## config.mk

```make
export PLATFORM = sky130hd
export DESIGN_NAME = line_sum_sched_flat
export DESIGN_NICKNAME = d
export VERILOG_FILES = /design/src/rtl/line_sum_sched_if.sv /design/src/rtl/line_sum_sched.sv /design/src/flat_wrapper.sv
export SDC_FILE = /design/constraint.sdc
export NUM_CORES = 1
export LEC_CHECK = 0
export CORE_MARGIN = 4
export CORE_UTILIZATION = 35
export CTS_CLUSTER_DIAMETER = 150
export DETAILED_ROUTE_END_ITERATION = 10
export PLACE_DENSITY_LB_ADDON = 0.1
export REMOVE_ABC_BUFFERS = 1
export SLEW_MARGIN = 20
export SYNTH_ARGS = -nofsm -noshare
export SYNTH_HDL_FRONTEND = slang
export SYNTH_SLANG_ARGS = --single-unit
```

## constraint.sdc

```tcl
create_clock -name sys_clk -period 3.5 [get_ports sys_clk]
set_clock_uncertainty 0.15 [all_clocks]
set_input_delay 0.35 -clock sys_clk [delete_from_list [all_inputs] [get_ports sys_clk]]
set_output_delay 0.35 -clock sys_clk [all_outputs]
set_load 0.1 [all_outputs]
```

## src/rtl/line_sum_sched_if.sv

```systemverilog
// ---------------------------------------------------------------------------
// line_sum_sched_if
//   Bundles every handshake and bus signal of the 3-row column-sum sequencer:
//   the uart_rx byte input, both line-FIFO ports, the uart_tx send handshake
//   and the frame status outputs.
//
//   Handshake semantics (the only place they are written down):
//     rx_valid/rx_data : level from uart_rx; each rising edge of rx_valid is
//                        exactly one byte, and rx_data is stable while
//                        rx_valid is high.
//     fifoN_wr_en      : one-cycle write strobe, fifoN_din is valid with it.
//     fifoN_rd_en      : one-cycle read strobe, fifoN_dout is valid on the
//                        following cycle (non-FWFT, 1-cycle read latency).
//     tx_en/tx_busy    : tx_en is a one-cycle send pulse, asserted only when
//                        tx_busy was low on the previous cycle. tx_data holds
//                        its value until the next send.
//     frame_done       : one-cycle pulse when a frame's FIFO drain finishes.
//     ovf              : sticky until reset; a byte or a sum was dropped.
//
//   master : the sequencer (drives both FIFOs and the tx handshake)
//   slave  : the environment (uart_rx, FIFOs, uart_tx)
// ---------------------------------------------------------------------------
interface line_sum_sched_if;
   logic [7:0] rx_data;
   logic       rx_valid;

   logic       fifo1_wr_en;
   logic [7:0] fifo1_din;
   logic       fifo1_rd_en;
   logic [7:0] fifo1_dout;

   logic       fifo2_wr_en;
   logic [7:0] fifo2_din;
   logic       fifo2_rd_en;
   logic [7:0] fifo2_dout;

   logic [7:0] tx_data;
   logic       tx_en;
   logic       tx_busy;

   logic       frame_done;
   logic       ovf;

   modport master (
      input  rx_data, rx_valid,
      output fifo1_wr_en, fifo1_din, fifo1_rd_en,
      input  fifo1_dout,
      output fifo2_wr_en, fifo2_din, fifo2_rd_en,
      input  fifo2_dout,
      output tx_data, tx_en,
      input  tx_busy,
      output frame_done, ovf
   );

   modport slave (
      output rx_data, rx_valid,
      input  fifo1_wr_en, fifo1_din, fifo1_rd_en,
      output fifo1_dout,
      input  fifo2_wr_en, fifo2_din, fifo2_rd_en,
      output fifo2_dout,
      input  tx_data, tx_en,
      output tx_busy,
      input  frame_done, ovf
   );
endinterface

```

## src/rtl/line_sum_sched.sv

```systemverilog
// ---------------------------------------------------------------------------
// line_sum_sched
//   Sequencer for the 3-row column-sum datapath. Bytes of a ROW x COL frame
//   arrive from uart_rx in row-major order. Two external line FIFOs act as
//   row-delay buffers: FIFO1 holds row r-2, FIFO2 holds row r-1. For every
//   byte of rows 2..ROW-1 the column sum of rows r-2, r-1 and r is sent to
//   uart_tx. After the last byte the FIFOs are drained so the next frame
//   starts with both of them empty.
//
//   Optional feature macro: SUM_SAT_EN
//     defined   : result saturates to 8'hFF when the 10-bit sum exceeds 255
//     undefined : result is the low 8 bits of the sum (wraps modulo 256)
//
//   state_dbg encoding: 0 FILL1, 1 FILL2, 2 SUM, 3 FLUSH.
// ---------------------------------------------------------------------------
module line_sum_sched #(
   parameter int ROW = 6,
   parameter int COL = 5
) (
   input  logic             sys_clk,
   input  logic             rst_n,
   line_sum_sched_if.master bus,
   output logic [1:0]       state_dbg
);

   localparam int MAXD = (ROW > COL) ? ROW : COL;
   localparam int CW   = $clog2(MAXD) + 1;

`ifdef SUM_SAT_EN
   localparam logic SAT_EN = 1'b1;
`else
   localparam logic SAT_EN = 1'b0;
`endif

   typedef enum logic [1:0] {
      FILL1 = 2'd0,
      FILL2 = 2'd1,
      SUM   = 2'd2,
      FLUSH = 2'd3
   } state_t;

   state_t        state;

   // rx_valid synchroniser and edge detector
   logic          rx_s1;
   logic          rx_s2;
   logic          rx_s3;
   logic          rx_edge;

   // accept / drop decision for the current edge
   logic          pipe_busy;
   logic          accept;
   logic          drop_byte;

   // frame position
   logic [CW-1:0] row_cnt;
   logic [CW-1:0] col_cnt;
   logic [CW-1:0] col_nxt;
   logic          row_wrap;

   // SUM pipeline: p1 = FIFO read issued, p2 = FIFO data valid,
   // p3 = folded sum ready for the pending register
   logic [7:0]    byte_q;
   logic          p1;
   logic          p2;
   logic          p3;
   logic [9:0]    sum_q;
   logic [7:0]    result;

   // one-deep output queue in front of uart_tx
   logic          pend_v;
   logic [7:0]    pend_d;
   logic          drop_sum;

   // Reduce the 10-bit column sum to the 8-bit value sent to uart_tx.
   function automatic logic [7:0] fold_sum(input logic [9:0] s);
      logic [7:0] r;
      if (SAT_EN && (s[9:8] != 2'b00))
         r = 8'hFF;
      else
         r = s[7:0];
      return r;
   endfunction

   assign rx_edge   = rx_s2 & ~rx_s3;
   assign pipe_busy = p1 | p2 | p3;
   assign state_dbg = state;
   assign result    = fold_sum(sum_q);
   assign drop_sum  = p3 && pend_v && bus.tx_busy;

   // An edge is taken in the fill rows unconditionally, in the sum rows only
   // when the previous byte has left the pipeline, and never while flushing.
   always_comb begin
      accept = 1'b0;
      case (state)
         FILL1:   accept = rx_edge;
         FILL2:   accept = rx_edge;
         SUM:     accept = rx_edge && !pipe_busy;
         default: accept = 1'b0;
      endcase
      drop_byte = rx_edge && !accept;
   end

   // Next column index and end-of-row flag for an accepted byte.
   always_comb begin
      row_wrap = (col_cnt == CW'(COL - 1));
      col_nxt  = row_wrap ? '0 : col_cnt + CW'(1);
   end

   // Two-flop synchroniser on rx_valid plus a third flop for edge detection.
   always_ff @(posedge sys_clk or negedge rst_n) begin
      if (!rst_n) begin
         rx_s1 <= 1'b0;
         rx_s2 <= 1'b0;
         rx_s3 <= 1'b0;
      end else begin
         rx_s1 <= bus.rx_valid;
         rx_s2 <= rx_s1;
         rx_s3 <= rx_s2;
      end
   end

   // Main sequencer: frame position, FIFO strobes, drain and frame_done.
   always_ff @(posedge sys_clk or negedge rst_n) begin
      if (!rst_n) begin
         state           <= FILL1;
         row_cnt         <= '0;
         col_cnt         <= '0;
         byte_q          <= 8'd0;
         p1              <= 1'b0;
         bus.fifo1_wr_en <= 1'b0;
         bus.fifo1_din   <= 8'd0;
         bus.fifo1_rd_en <= 1'b0;
         bus.fifo2_wr_en <= 1'b0;
         bus.fifo2_din   <= 8'd0;
         bus.fifo2_rd_en <= 1'b0;
         bus.frame_done  <= 1'b0;
      end else begin
         bus.fifo1_wr_en <= 1'b0;
         bus.fifo2_wr_en <= 1'b0;
         bus.fifo1_rd_en <= 1'b0;
         bus.fifo2_rd_en <= 1'b0;
         bus.frame_done  <= 1'b0;
         p1              <= 1'b0;

         // Row shift: r-1 moves down into FIFO1, the current byte into FIFO2.
         if (p2) begin
            bus.fifo1_wr_en <= 1'b1;
            bus.fifo1_din   <= bus.fifo2_dout;
            bus.fifo2_wr_en <= 1'b1;
            bus.fifo2_din   <= byte_q;
         end

         case (state)
            FILL1: begin
               if (accept) begin
                  bus.fifo1_wr_en <= 1'b1;
                  bus.fifo1_din   <= bus.rx_data;
                  byte_q          <= bus.rx_data;
                  col_cnt         <= col_nxt;
                  if (row_wrap) begin
                     row_cnt <= row_cnt + CW'(1);
                     state   <= FILL2;
                  end
               end
            end

            FILL2: begin
               if (accept) begin
                  bus.fifo2_wr_en <= 1'b1;
                  bus.fifo2_din   <= bus.rx_data;
                  byte_q          <= bus.rx_data;
                  col_cnt         <= col_nxt;
                  if (row_wrap) begin
                     row_cnt <= row_cnt + CW'(1);
                     state   <= SUM;
                  end
               end
            end

            SUM: begin
               if (accept) begin
                  bus.fifo1_rd_en <= 1'b1;
                  bus.fifo2_rd_en <= 1'b1;
                  byte_q          <= bus.rx_data;
                  p1              <= 1'b1;
                  col_cnt         <= col_nxt;
                  if (row_wrap) begin
                     if (row_cnt == CW'(ROW - 1)) begin
                        row_cnt <= '0;
                        state   <= FLUSH;
                     end else begin
                        row_cnt <= row_cnt + CW'(1);
                     end
                  end
               end
            end

            FLUSH: begin
               // Wait for the last row shift to land, then read COL entries
               // from both FIFOs; col_cnt counts the reads issued.
               if (!pipe_busy) begin
                  if (col_cnt == CW'(COL)) begin
                     col_cnt        <= '0;
                     bus.frame_done <= 1'b1;
                     state          <= FILL1;
                  end else begin
                     bus.fifo1_rd_en <= 1'b1;
                     bus.fifo2_rd_en <= 1'b1;
                     col_cnt         <= col_cnt + CW'(1);
                  end
               end
            end

            default: state <= FILL1;
         endcase
      end
   end

   // Sum pipeline: add the two delayed rows to the current byte when the
   // FIFO data is valid, then hand the folded result to the output queue.
   always_ff @(posedge sys_clk or negedge rst_n) begin
      if (!rst_n) begin
         p2    <= 1'b0;
         p3    <= 1'b0;
         sum_q <= 10'd0;
      end else begin
         p2 <= p1;
         p3 <= p2;
         if (p2) begin
            sum_q <= {2'b00, bus.fifo1_dout} + {2'b00, bus.fifo2_dout}
                   + {2'b00, byte_q};
         end
      end
   end

   // Output queue: send the pending sum when uart_tx is idle; a sum arriving
   // while the queue is still blocked is dropped and flagged.
   always_ff @(posedge sys_clk or negedge rst_n) begin
      if (!rst_n) begin
         pend_v      <= 1'b0;
         pend_d      <= 8'd0;
         bus.tx_en   <= 1'b0;
         bus.tx_data <= 8'd0;
         bus.ovf     <= 1'b0;
      end else begin
         bus.tx_en <= 1'b0;
         if (pend_v && !bus.tx_busy) begin
            bus.tx_en   <= 1'b1;
            bus.tx_data <= pend_d;
            pend_v      <= 1'b0;
         end
         // A result landing on the cycle the queue empties is kept.
         if (p3 && !drop_sum) begin
            pend_v <= 1'b1;
            pend_d <= result;
         end
         if (drop_sum || drop_byte) begin
            bus.ovf <= 1'b1;
         end
      end
   end

endmodule
```

## src/flat_wrapper.sv

```systemverilog
// flat-port wrapper written by rule: the top's interface ports become plain ports
module line_sum_sched_flat 
#(
   parameter int ROW = 6,
   parameter int COL = 5
)
  (sys_clk, rst_n, state_dbg, bus_rx_data, bus_rx_valid, bus_fifo1_wr_en, bus_fifo1_din, bus_fifo1_rd_en, bus_fifo1_dout, bus_fifo2_wr_en, bus_fifo2_din, bus_fifo2_rd_en, bus_fifo2_dout, bus_tx_data, bus_tx_en, bus_tx_busy, bus_frame_done, bus_ovf);
  line_sum_sched_if bus_i ();
  input  logic sys_clk;
  input  logic rst_n;
  output logic [1:0] state_dbg;
  input wire logic [$bits(bus_i.rx_data)-1:0] bus_rx_data;
  input wire logic [$bits(bus_i.rx_valid)-1:0] bus_rx_valid;
  output wire logic [$bits(bus_i.fifo1_wr_en)-1:0] bus_fifo1_wr_en;
  output wire logic [$bits(bus_i.fifo1_din)-1:0] bus_fifo1_din;
  output wire logic [$bits(bus_i.fifo1_rd_en)-1:0] bus_fifo1_rd_en;
  input wire logic [$bits(bus_i.fifo1_dout)-1:0] bus_fifo1_dout;
  output wire logic [$bits(bus_i.fifo2_wr_en)-1:0] bus_fifo2_wr_en;
  output wire logic [$bits(bus_i.fifo2_din)-1:0] bus_fifo2_din;
  output wire logic [$bits(bus_i.fifo2_rd_en)-1:0] bus_fifo2_rd_en;
  input wire logic [$bits(bus_i.fifo2_dout)-1:0] bus_fifo2_dout;
  output wire logic [$bits(bus_i.tx_data)-1:0] bus_tx_data;
  output wire logic [$bits(bus_i.tx_en)-1:0] bus_tx_en;
  input wire logic [$bits(bus_i.tx_busy)-1:0] bus_tx_busy;
  output wire logic [$bits(bus_i.frame_done)-1:0] bus_frame_done;
  output wire logic [$bits(bus_i.ovf)-1:0] bus_ovf;
  assign bus_i.rx_data = bus_rx_data;
  assign bus_i.rx_valid = bus_rx_valid;
  assign bus_fifo1_wr_en = bus_i.fifo1_wr_en;
  assign bus_fifo1_din = bus_i.fifo1_din;
  assign bus_fifo1_rd_en = bus_i.fifo1_rd_en;
  assign bus_i.fifo1_dout = bus_fifo1_dout;
  assign bus_fifo2_wr_en = bus_i.fifo2_wr_en;
  assign bus_fifo2_din = bus_i.fifo2_din;
  assign bus_fifo2_rd_en = bus_i.fifo2_rd_en;
  assign bus_i.fifo2_dout = bus_fifo2_dout;
  assign bus_tx_data = bus_i.tx_data;
  assign bus_tx_en = bus_i.tx_en;
  assign bus_i.tx_busy = bus_tx_busy;
  assign bus_frame_done = bus_i.frame_done;
  assign bus_ovf = bus_i.ovf;
  line_sum_sched #(.ROW(ROW), .COL(COL)) u_core (.sys_clk(sys_clk), .rst_n(rst_n), .bus(bus_i), .state_dbg(state_dbg));
endmodule
```

# After elaboration in Yosys (flattened, before gate mapping)
# Cells that the tools add are included.
# word_totals
elab_cells	111
output_inout_bits	33
regBits	71
in_bits	28
# classes
n_eq_ne	18
bitwise_logic	4
n_reduce_logical	20
n_mux	43
addsub	4
# op_table
operator	n
$mux W8	6
$mux W4	9
$ne A2 B1 Y1 const B	11
$mux W2	9
$add A8 B8 Y8	2
$pmux W4 S2	2
$mux W1	14
$eq A4 B3 Y1 const B	3
$reduce_and A9 Y1	1
$add A4 B1 Y4 const B	2
$pmux W2 S4	1
$logic_and A1 B1 Y1	6
$reduce_and A5 Y1	1
$eq A2 B2 Y1 const B	2
$logic_not A1 Y1	4
$pmux W1 S2	2
$reduce_and A2 Y1	2
$reduce_bool A2 Y1	2
$reduce_or A3 Y1	1
$eq A2 B1 Y1 const B	1
$logic_not A2 Y1	1
$ne A2 B2 Y1 const B	1
$or A1 B1 Y1	2
$reduce_or A2 Y1	1
3 further kinds	3

# Logic depth before layout (Yosys ltp)
# logic_depth
word_depth	8
mapped_depth	10
mapped_depth_nobuf	10

# Worst setup path before layout
# No wires, ideal clock.
# synth_path
path_type	register to register
startpoint	register u_core.state[0], in the netlist u_core.state_dbg[0]
endpoint	register u_core.row_cnt[3]
period_less_slack_ps	2720
setup_slack_ps	780
setup_ps	128
t_required_ps	3222
arrival_time_ps	2443
n_path_buf	0
path_stages_with_launch	7
cell_sequence	dfrtp_1 > inv_1 > ha_1 > or2_1 > o211a_4 > o2111ai_1 > mux2_1
# synth_between
elab_chain_len	5
word_cells_on_any_way	12
classes_between	eq/ne: 6; mux: 2; reduce/logical: 4
# synth_rtl
item	line_no	rtl
from (decl)	line_sum_sched.sv:42	state_t state;
from (signal assigned)	line_sum_sched.sv:126	state <= FILL1;
from (signal assigned)	line_sum_sched.sv:163	state <= FILL2;
from (signal assigned)	line_sum_sched.sv:176	state <= SUM;
$eq A2 B1 Y1 / $logic_not A2 Y1 (equally long branches)	line_sum_sched.sv:95, line_sum_sched.sv:154	
$reduce_or A2 Y1 (no source line)	n/a	
$pmux W1 S2	line_sum_sched.sv:95	case (state)
$ne A2 B1 Y1 (no source line)	n/a	
$reduce_and A5 Y1 (no source line)	n/a	
to (signal assigned)	line_sum_sched.sv:162	row_cnt <= row_cnt + CW'(1);
to (signal assigned)	line_sum_sched.sv:175	row_cnt <= row_cnt + CW'(1);
to (signal assigned)	line_sum_sched.sv:193	row_cnt <= row_cnt + CW'(1);
to (decl)	line_sum_sched.sv:56	logic [CW-1:0] row_cnt;
# Several ways; a longest one is shown, not always the timed one.
# A chain may end at the register's enable or synchronous reset.

# Worst setup path in the final report
# layout_path
startpoint	input bus_fifo2_dout[0]
endpoint	register u_core.sum_q[7]
# layout_between
elab_chain_len	2
# layout_rtl
item	line_no	rtl
from (decl)	flat_wrapper.sv:21	input wire logic [$bits(bus_i.fifo2_dout)-1:0] bus_fifo2_dout;
$add A8 B8 Y8	line_sum_sched.sv:231	sum_q <= {2'b00, bus.fifo1_dout} + {2'b00, bus.fifo2_dout}
$add A8 B8 Y8	line_sum_sched.sv:232	+ {2'b00, byte_q};
to (signal assigned)	line_sum_sched.sv:231	
to (decl)	line_sum_sched.sv:67	logic [9:0] sum_q;
# Every way passes these cells.

==> flow_summary_export.csv <==
group,metric,value,unit
synthesis,ys_seq_area_share,50.0,%
cts,cts_hold_buffers,1,
drt,drt_iter0_markers,30,
layout,syn_to_final_growth,26.5,%
layout,final-seq-area,1780,um2
cts,cts_buffer_depth,2,
place,dpl.cell_count,478,
setup_path,cp.arrival,2750,ps
synthesis,yosysWarningCount,0,
place,port_buffers,60,
drt,num_vias,2315,
cts,clock_latency,340,ps
cts,clock_sinks,71,
drt,ant_nets,0,
sta,finalCritPeriodShare,75.9,%
synthesis,synthTopCellsByArea,"dfrtp_1 (50%), mux2_2 (7.0%), ha_1 (5.6%)",
sta,hold_viol,0,
run,maxCapViolations,0,
floorplanning,rows,36,
synthesis,yosysMostFrequentCell,"dfrtp_1",
synthesis,synth-seq-cells,71,
sta,setup_viol,0,
grt,grt_max_degree,30,
sta,fmax,377,MHz
cts,cts.repair.resized,0,
sta,maxSlewHeadroom,34.5,%
setup_path,crit_top_cell,"inv_1",
synthesis,synth.avg_cell_area,12.1,um2
sta,setup_tns,0,ps
synthesis,yosysTopAreaCellShare,50.0,%
synthesis,synth_area,3560,um2
layout,layout-drive-gt1-share,15.2,%
layout,layout.nets,409,
floorplanning,io_pins,61,
setup_path,crit_family,"adder cells",
grt,grt_pass1_wl,12300,um
setup_path,crit_fanout,3,
cts,cts_max_level,3,
layout,fillers,959,
sta,slew_viol_final,0,
setup_path,crit_required,3600,ps
floorplanning,dieWidth,109,um
run_status,status,"complete, no violations",
synthesis,synth_top_cell_by_area,"dfrtp_1",
cts,cts_buffers,9,
drt,viasPerCell,4.68,
grt,grt_use_total,13.6,%
grt,grt_pass1_vias,2376,
worst_hold_path,hold_class,"register to register",
synthesis,netlist_instances,293,
synthesis,async_flop_share,100,%
setup_path,worstPathCellList,"clkdlybuf4s50_1 > inv_1 > fa_1 > inv_1 > ha_1 > inv_1 > fa_1 > nor2b_1 > o31ai_1 > a2111o_1 > o221ai_1",
grt,grt_overflow,0,
drt,wl,7350,um
grt,grt_antenna_before_repair,0,
cts,ctsRootBufferMaster,"clkbuf_8",
synthesis,ys_types,54,
sta,max_slew.worst_pin.slew,980,ps
layout,diodes,0,
setup_path,cpPeakStageDelay,480,ps
setup_path,path_class,"input pin to register",
layout,layout.cells.non_filler,495,
cts,clk_pin_slew,80,ps
sta,fin_crit,2660,ps
place,gp_congestion,0.769,
drt,avgRoutedWirePerCell,14.8,um
synthesis,ys_top_cells_by_count,"dfrtp_1 (71), nand2_1 (25), mux2_2 (22), o21ai_0 (22), mux2i_1 (19)",
drt,drc,0,
cts,post_cts_buffers,0,
place,hpwl,5390,um
sta,hold_ws,196,ps
setup_path,cp_slowest_cell,"clkdlybuf4s50_1",
sta,rsz0062_at_grt,"false",
cts,cts_tree,"built",
drt,drt_first_pass_iters,4,
setup_path,startpoint_type,"input pin",
floorplanning,die_h,109,um
layout,multi_input_area,1650,um2
floorplanning,core_area,9820,um2
setup_path,end_kind,"register",
synthesis,synth_edf_count,0,
setup_path,worst-path-buf-inv,4,
synthesis,synth_top_flop_cell,"dfrtp_1",
floorplanning,dieArea,11800,um2
floorplanning,start_util,36.2,%
path summary, 6_finish.rpt:
kind,slack (ps),cells past startpoint,to,from
min in group asynchronous,360,2,u_core.bus.fifo2_din[6]$_DFF_PN0_,rst_n
hold / removal,200,0,u_core.rx_s2$_DFF_PN0_,u_core.rx_s1$_DFF_PN0_
setup reg to reg,940,8,u_core.sum_q[7]$_DFFE_PN0P_,u_core.byte_q[1]$_DFFE_PN0P_
max in group asynchronous,2040,3,u_core.p1$_DFF_PN0_,rst_n
hold reg to reg,200,0,u_core.rx_s2$_DFF_PN0_,u_core.rx_s1$_DFF_PN0_
setup / recovery,840,11,u_core.sum_q[7]$_DFFE_PN0P_,bus_fifo2_dout[0]
routing by layer:
metal  vias to the layer above  GRT usage (%)  share of wire [%]  routed length [um]
met5                         -              0                  0                   0
met4                         0           3.52                1.1                  82
met3                         6           4.26                3.6                 264
met2                        35           22.0                 48                3490
met1                      1131           17.8                 48                3500
li1                       1143              -                  -                   -
registers in the layout, summed over array words and instances, names as in the netlist:
register	count
u_core.rx_s2	1
u_core.bus.ovf	1
u_core.bus.fifo1_rd_en	1
u_core.bus.fifo1_din	8
u_core.rx_s3	1
u_core.sum_q	8
u_core.bus.tx_en	1
u_core.bus.fifo2_din	8
u_core.state_dbg	2
u_core.rx_s1	1
u_core.pend_v	1
u_core.byte_q	8
u_core.pend_d	8
u_core.row_cnt	4
u_core.p2	1
u_core.col_cnt	4
u_core.p1	1
u_core.bus.tx_data	8
u_core.bus.frame_done	1
u_core.bus.fifo1_wr_en	1
u_core.p3	1
u_core.bus.fifo2_wr_en	1
cell families after synthesis:
logic type	Yosys count	share of synthesized area [%]
AO/OA/AOI/OAI	55	10.9
XOR/XNOR	5	1.23
adder cells (fa/ha/maj)	24	10.1
buffers and inverters	29	3.69
flip-flops	71	50.0
multiplexers	50	15.2
AND/OR/NAND/NOR	59	8.94
layout make-up:
class | instances | share of cell area, %
inverter | 18 | 1.50
tap | 133 | 3.70
clock buffer | 11 | 2.92
multi-input combinational | 193 | 36.6
timing repair buffer | 64 | 14.0
sequential | 71 | 39.5
clock inverter | 5 | 1.81
per-stage QoR:
step	instance area, um2	util [%]	worst slack [ps]
2_1_floorplan	3490	-	742
3_3_place_gp	4280	43.6	523
3_5_place_dp	4280	43.6	498
4_1_cts	4500	45.8	828
5_1_grt	4500	45.8	688
6_report	4500	45.8	845
cell usage in the layout, fill, tap and decap left out, types with 3 or more instances in the layout:
| cell | n |
|---|---|
| dfrtp_1 | 71 |
| clkdlybuf4s50_1 | 59 |
| nand2_1 | 25 |
| o21ai_0 | 22 |
| mux2_2 | 22 |
| mux2i_1 | 19 |
| inv_1 | 18 |
| ha_1 | 16 |
| nor2_1 | 11 |
| mux2_1 | 9 |
| clkbuf_8 | 9 |
| fa_1 | 8 |
| a21oi_1 | 6 |
| nor2b_1 | 5 |
| nand3_1 | 3 |
| xnor2_1 | 3 |
| buf_4 | 3 |
Power is left out: the tool's default activity adds up to more than one toggle a clock period on the data nets, which glitch-free logic cannot reach.
